`config.mk`:
```
export PLATFORM = sky130hd
export DESIGN_NAME = fetch_queue
export DESIGN_NICKNAME = d
export VERILOG_FILES = /design/src/rtl/fetch_queue.sv
export SDC_FILE = /design/constraint.sdc
export NUM_CORES = 1
export LEC_CHECK = 0
export CAP_MARGIN = 30
export CELL_PAD_IN_SITES_DETAIL_PLACEMENT = 0
export CELL_PAD_IN_SITES_GLOBAL_PLACEMENT = 1
export CORE_AREA = 2 2 162 164
export DETAILED_ROUTE_END_ITERATION = 10
export DIE_AREA = 0 0 164 166
export GPL_TIMING_DRIVEN = 1
export PLACE_DENSITY_LB_ADDON = 0.2
export REMOVE_ABC_BUFFERS = 1
export SYNTH_ARGS = -nofsm -noshare
export SYNTH_HDL_FRONTEND = slang
export SYNTH_SLANG_ARGS = --single-unit
export TNS_END_PERCENT = 5
```
`constraint.sdc`:
```
create_clock -name clk -period 3.15 [get_ports clk]
set_input_delay 0.63 -clock clk [delete_from_list [all_inputs] [get_ports clk]]
set_output_delay 0.63 -clock clk [all_outputs]
set_load 0.05 [all_outputs]
```
`src/rtl/fetch_queue.sv`:
```
// Fetch-to-decode instruction queue: circular FIFO of {pc, instr} pairs with
// valid/ready on both sides and a redirect flush. Define FETCH_QUEUE_BYPASS_EN
// to let a word pass straight through an empty queue in the same cycle.
module fetch_queue #(
  parameter int DEPTH = 4
) (
  input  logic                     clk,
  input  logic                     rst,
  input  logic                     in_valid,
  input  logic [31:0]              in_pc,
  input  logic [31:0]              in_instr,
  output logic                     in_ready,
  output logic                     out_valid,
  output logic [31:0]              out_pc,
  output logic [31:0]              out_instr,
  input  logic                     out_ready,
  input  logic                     flush,
  output logic [$clog2(DEPTH):0]   count
);

  localparam int PTR_W = $clog2(DEPTH);
  localparam int CNT_W = PTR_W + 1;
  localparam logic [CNT_W-1:0] FULL_COUNT = CNT_W'(DEPTH);

  logic [63:0]      mem_q [DEPTH];
  logic [PTR_W-1:0] wp_q, wp_d;
  logic [PTR_W-1:0] rp_q, rp_d;
  logic [CNT_W-1:0] count_q, count_d;

  logic        empty;
  logic        bypass;
  logic        bypass_take;
  logic        enq;
  logic        deq;
  logic [63:0] head;

  assign empty    = (count_q == '0);
  assign in_ready = (count_q != FULL_COUNT);

`ifdef FETCH_QUEUE_BYPASS_EN
  // An empty queue exposes the fetch port directly; a flush still hides it.
  assign bypass = empty & ~flush;
`else
  assign bypass = 1'b0;
`endif

  // A word consumed through the bypass never touches the storage array.
  assign bypass_take = bypass & in_valid & out_ready;
  assign enq         = in_valid & in_ready & ~flush & ~bypass_take;
  assign deq         = ~empty & out_ready & ~flush;

  assign head      = mem_q[rp_q];
  assign out_valid = bypass ? in_valid : ~empty;
  assign out_pc    = !out_valid ? 32'h0 : (bypass ? in_pc    : head[63:32]);
  assign out_instr = !out_valid ? 32'h0 : (bypass ? in_instr : head[31:0]);
  assign count     = count_q;

  // NOTE: every signal written in an always_comb gets a default first so no
  // path leaves it unassigned, which would infer a latch.
  always_comb begin
    wp_d    = wp_q;
    rp_d    = rp_q;
    count_d = count_q;
    if (flush) begin
      wp_d    = '0;
      rp_d    = '0;
      count_d = '0;
    end else begin
      if (enq) wp_d = wp_q + 1'b1;
      if (deq) rp_d = rp_q + 1'b1;
      count_d = count_q + CNT_W'(enq) - CNT_W'(deq);
    end
  end

  // NOTE: sequential state uses non-blocking assignments so every register
  // samples the pre-edge values regardless of statement order.
  always_ff @(posedge clk or posedge rst) begin
    if (rst) begin
      wp_q    <= '0;
      rp_q    <= '0;
      count_q <= '0;
    end else begin
      wp_q    <= wp_d;
      rp_q    <= rp_d;
      count_q <= count_d;
    end
  end

  // NOTE: the payload array is deliberately left out of reset; occupancy is
  // tracked by count_q, so stale entries are never observable.
  always_ff @(posedge clk) begin
    if (enq) mem_q[wp_q] <= {in_pc, in_instr};
  end

endmodule

```
# --- Word level (Yosys, flattened, before mapping) ---
# Memory sizes are Yosys's and may differ from the RTL's.
# Index checks and enable logic that the tools add are counted.
word_totals:
  reg_bits: 7
  ram_bits: 256
  elab_cells: 27
  mem_count: 1
op_classes:
  addsub: 4
  n_eq_ne: 1
  muxes: 9
  bitwise: 6
  n_reduce_logical: 3
memory_table:
  columns: ["name", "words", "width", "rd", "rd_clocked_by_memory_dff", "write_ports", "line", "rtl"]
  rows:
  - ["mem_q", 4, 64, 1, 0, 1, "25", "logic [63:0] mem_q [DEPTH];"]
op_table:
  columns: ["cell", "count"]
  rows:
  - ["2-to-1 mux 32 bit", 2]
  - ["2-to-1 mux 2 bit", 4]
  - ["adder 2 x 1 -> 2 bit, second input constant", 2]
  - ["AND 1 bit", 4]
  - ["nonzero test 2 bit", 2]
  - ["adder 3 x 1 -> 3 bit", 1]
  - ["zero test 3 bit", 1]
  - ["2-to-1 mux 3 bit", 1]
  - ["!= test 3 bit, second input constant", 1]
  - ["subtractor 3 x 1 -> 3 bit", 1]
  - ["2-to-1 mux 1 bit", 2]
  - ["NOT 1 bit", 2]

# --- Longest topological paths before layout ---
logic_depth:
  depth_word: 6
  mapped_depth: 11
  mapped_depth_nobuf: 11

# --- Least setup slack after synthesis ---
# OpenSTA, ideal clock, no wires.
synth_path:
  path_type: "reg-to-reg"
  from: "register count_q[1] (netlist: count[1])"
  to: "memory mem_q[2][0] (enable)"
  arrival_ns: 2.729
  required_time_ns: 2.721
  path_slack_ns: -0.008
  stages_incl_launch_ff: 4
  n_path_buf: 0
  path_cell_list: "dfrtp_1 -> nor3b_1 -> nor3_1 -> and2_1"
synth_between:
  elab_chain_cells: 5
synth_lines:
  columns: ["item", "line", "rtl"]
  rows:
  - ["start: declaration", "28", "logic [CNT_W-1:0] count_q, count_d;"]
  - ["start signal: assignment", "85", "count_q <= count_d;"]
  - ["!= test 3 bit", "38", "assign in_ready = (count_q != FULL_COUNT);"]
  - ["AND 1 bit (2 in a row)", "49", "assign enq = in_valid & in_ready & ~flush & ~bypass_take;"]
  - ["2-to-1 mux 1 bit", "92", "if (enq) mem_q[wp_q] <= {in_pc, in_instr};"]
  - ["2-to-1 mux 1 bit (implied by the code)", "92", null]
  - ["end: declaration", "25", null]
# Every way passes these cells.

# --- Worst setup path in the final report ---
layout_path:
  from: "register count_q[1] (netlist: count[1])"
  to: "output out_valid"
layout_between:
  elab_chain_cells: 2
layout_lines:
  columns: ["item", "line", "rtl"]
  rows:
  - ["zero test 3 bit", "37", "assign empty = (count_q == '0);"]
  - ["NOT 1 bit", "53", "assign out_valid = bypass ? in_valid : ~empty;"]
  - ["end: declaration", "13", "output logic out_valid,"]
# Every way passes these cells.

==> flow_metrics.py <==
metrics = {
    "status": {
        "status": "completed",
    },
    "routing": {
        "vias": 4840,
        "vias_per_cell": 4.94,
        "drt.antenna.violating_nets": 0,
        "wirelength_um": 20000,
        "routedWlPerCell_um": 20.4,
        "drt_iter0_drc": 361,
        "drc_errors": 0,
        "firstDrtPassIters": 4,
    },
    "timing": {
        "setup-violations-final": 0,
        "timing.hold.ws_ns": 0.348,
        "min_period_over_period": 0.954,
        "rsz0062_at_grt": "false",
        "relSlewSlack": 0.659,
        "min_period_ns": 3.00,
        "fin_worst_skew_ns": 0.0117,
        "fin_ws_ns": 0.146,
        "maxSlewViolCount": 0,
        "tightest_slew_ns": 0.511,
        "fmaxAchievable_ghz": 0.333,
        "hold_violations": 0,
    },
    "yosys": {
        "ys_ff_latch": 263,
        "synth_top_cell_by_area": "edfxtp_1",
        "syn-mean-instance-area_um2": 22.3,
        "synth.area.top_cells": "edfxtp_1 76%, mux4_2 14%, and2_1 4.3%, dfrtp_1 1.7%, ha_1 0.74%",
        "ys_seq_area_frac": 0.778,
        "ys_types": 21,
        "synthCells": 454,
        "synth_top_cell_area_share": 0.760,
        "yosys_warnings": 0,
        "netlist_area_um2": 10100,
    },
    "worst_setup_path": {
        "start_kind": "flip-flop",
        "worstPathArrival_ns": 2.37,
        "regToRegSetupSlack_ns": 0.69,
        "path_class": "reg -> out",
        "worstPathRequired_ns": 2.52,
        "cpPeakStageDelay_ns": 0.76,
        "crit_fanout": 8,
        "cpLargestDelayFamily": "buffers and inverters",
        "worst_path_max_delay_cell": "clkdlybuf4s50_1",
        "cp.buffers_inverters": 1,
        "cp-end-kind": "output pin",
        "crit_chain": "or3_2, clkdlybuf4s50_1",
    },
    "clock_network": {
        "cts_hold_buf": 0,
        "path_clk_slew_ns": 0.06,
        "clockBufferDepth": 3,
        "clockRootBuffer": "clkbuf_16",
        "cts_resized": 0,
        "cts.sinks": 263,
        "cts_tree": "yes",
        "cts_setup_buffers": 1,
        "clock_latency_ns": 0.52,
        "numCtsBuffers": 27,
        "htreeDepth": 1,
    },
    "global_routing": {
        "grt_first_pass_wirelength_um": 30500,
        "gr-usage-all-layers": 0.148,
        "overflow": 0,
        "antenna_found_initial": 1,
        "grt_max_degree": 37,
        "grt_pass1_vias": 5348,
    },
    "die": {
        "dieArea_um2": 27200,
        "dieHeight_um": 166,
        "rows": 59,
        "core_um2": 25600,
        "pin_count": 138,
        "die_x_um": 164,
        "start_util": 0.395,
    },
    "place": {
        "port_buffers": 137,
        "place_area_um2": 11900,
        "hpwl_um": 12000,
        "preCtsSetupSlack_ns": 0.134,
        "dp_cells": 927,
        "gp_congestion": 0.713,
    },
    "final_layout": {
        "finalInstanceArea_um2": 12700,
        "fin_nets": 698,
        "synthToLayoutAreaGrowth_pct": 26.0,
        "final_common_cell": "edfxtp_1",
        "layout_common_cells": "256 x edfxtp_1, 80 x buf_4, 73 x clkdlybuf4s50_1",
        "fin_cells": 979,
        "layout-drive-gt1-share": 0.305,
    },
    "power_and_ir_drop": {
        "power_mw": 11.4,
        "p_per_area_nw_per_um2": 892,
        "ir_worst_vdd_v": 0.000501,
        "p_leak_nw": 4.25,
    },
    "worst_hold_path": {
        "min-delay-path-class": "in -> async",
    },
    "run": {
        "drv_cap": 0,
    },
}
-- Yosys cell counts, drive strengths merged --
library cell	n
a21oi	2
and2	69
buf	13
clkbuf	9
dfrtp	7
edfxtp	256
fa	1
ha	6
inv	8
mux4	64
nand3	2
nor2	5
nor2b	1
nor3	2
nor3b	1
o21ai	2
o311ai	1
o31ai	1
or3	1
xor2	3
-- stage by stage --
| step | util | setup TNS [ns] |
|---|---|---|
| global placement | 0.464 | 0 |
| finish | 0.497 | 0 |
| detailed placement | 0.464 | 0 |
| floorplan | - | -69.96 |
| global route | 0.497 | 0 |
| CTS | 0.497 | 0 |
-- cells by family after synthesis --
group,after synthesis,synth area share
DFF,263,0.778
and+or+nand+nor,81,0.0485
muxes,64,0.143
buffers and inverters,30,0.0158
adders and majority gates,7,0.00940
AOI/OAI and AO/OA,6,0.00359
xor gates and xnor gates,3,0.00260
-- per-layer routing --
layer  wire length [um]  vias up  share of wire  track usage
met5                  0        -              0            0
met4                286        0          0.014       0.0359
met3               1260       21          0.063       0.0305
met2              10000      130           0.50        0.252
met1               8380     2515           0.42        0.197
li1                   -     2174              -            -
-- sequential cells by signal, indices dropped and copies added, names as in the netlist --
name   flops
count      3
rp_q       2
wp_q       2
mem_q    256
-- final timing paths --
kind | start | endpoint | cells past startpoint
worst max register to register | count[1]$_DFF_PP0_ | count[2]$_DFF_PP0_ | 11
worst min-delay path | rst | wp_q[0]$_DFFE_PP0P_ | 2
worst max-delay path | count[1]$_DFF_PP0_ | out_valid | 2
min in group clk | wp_q[0]$_DFFE_PP0P_ | wp_q[0]$_DFFE_PP0P_ | 2
max in group asynchronous | rst | rp_q[0]$_DFFE_PP0P_ | 2
worst min register to register | wp_q[0]$_DFFE_PP0P_ | wp_q[0]$_DFFE_PP0P_ | 2
-- area by class of cell --
cell class | count | area (um2)
inverters | 8 | 30.0
flip-flops and latches | 263 | 7870
clock buffers | 36 | 709
clock inverters | 14 | 123
repair buffers | 161 | 1490
multi-input cells | 161 | 2100
fillers | 2077 | 12900
well taps | 335 | 419
diodes | 1 | 2.50
-- power breakdown --
group	leakage, nW	internal [mW]	switching, mW
Clock	0.410	1.75	1.23
Combinational	1.43	1.54	2.67
Sequential	2.41	4.04	0.130
Total	4.25	7.33	4.03
Note: power is estimated with default switching activity, not from simulation.
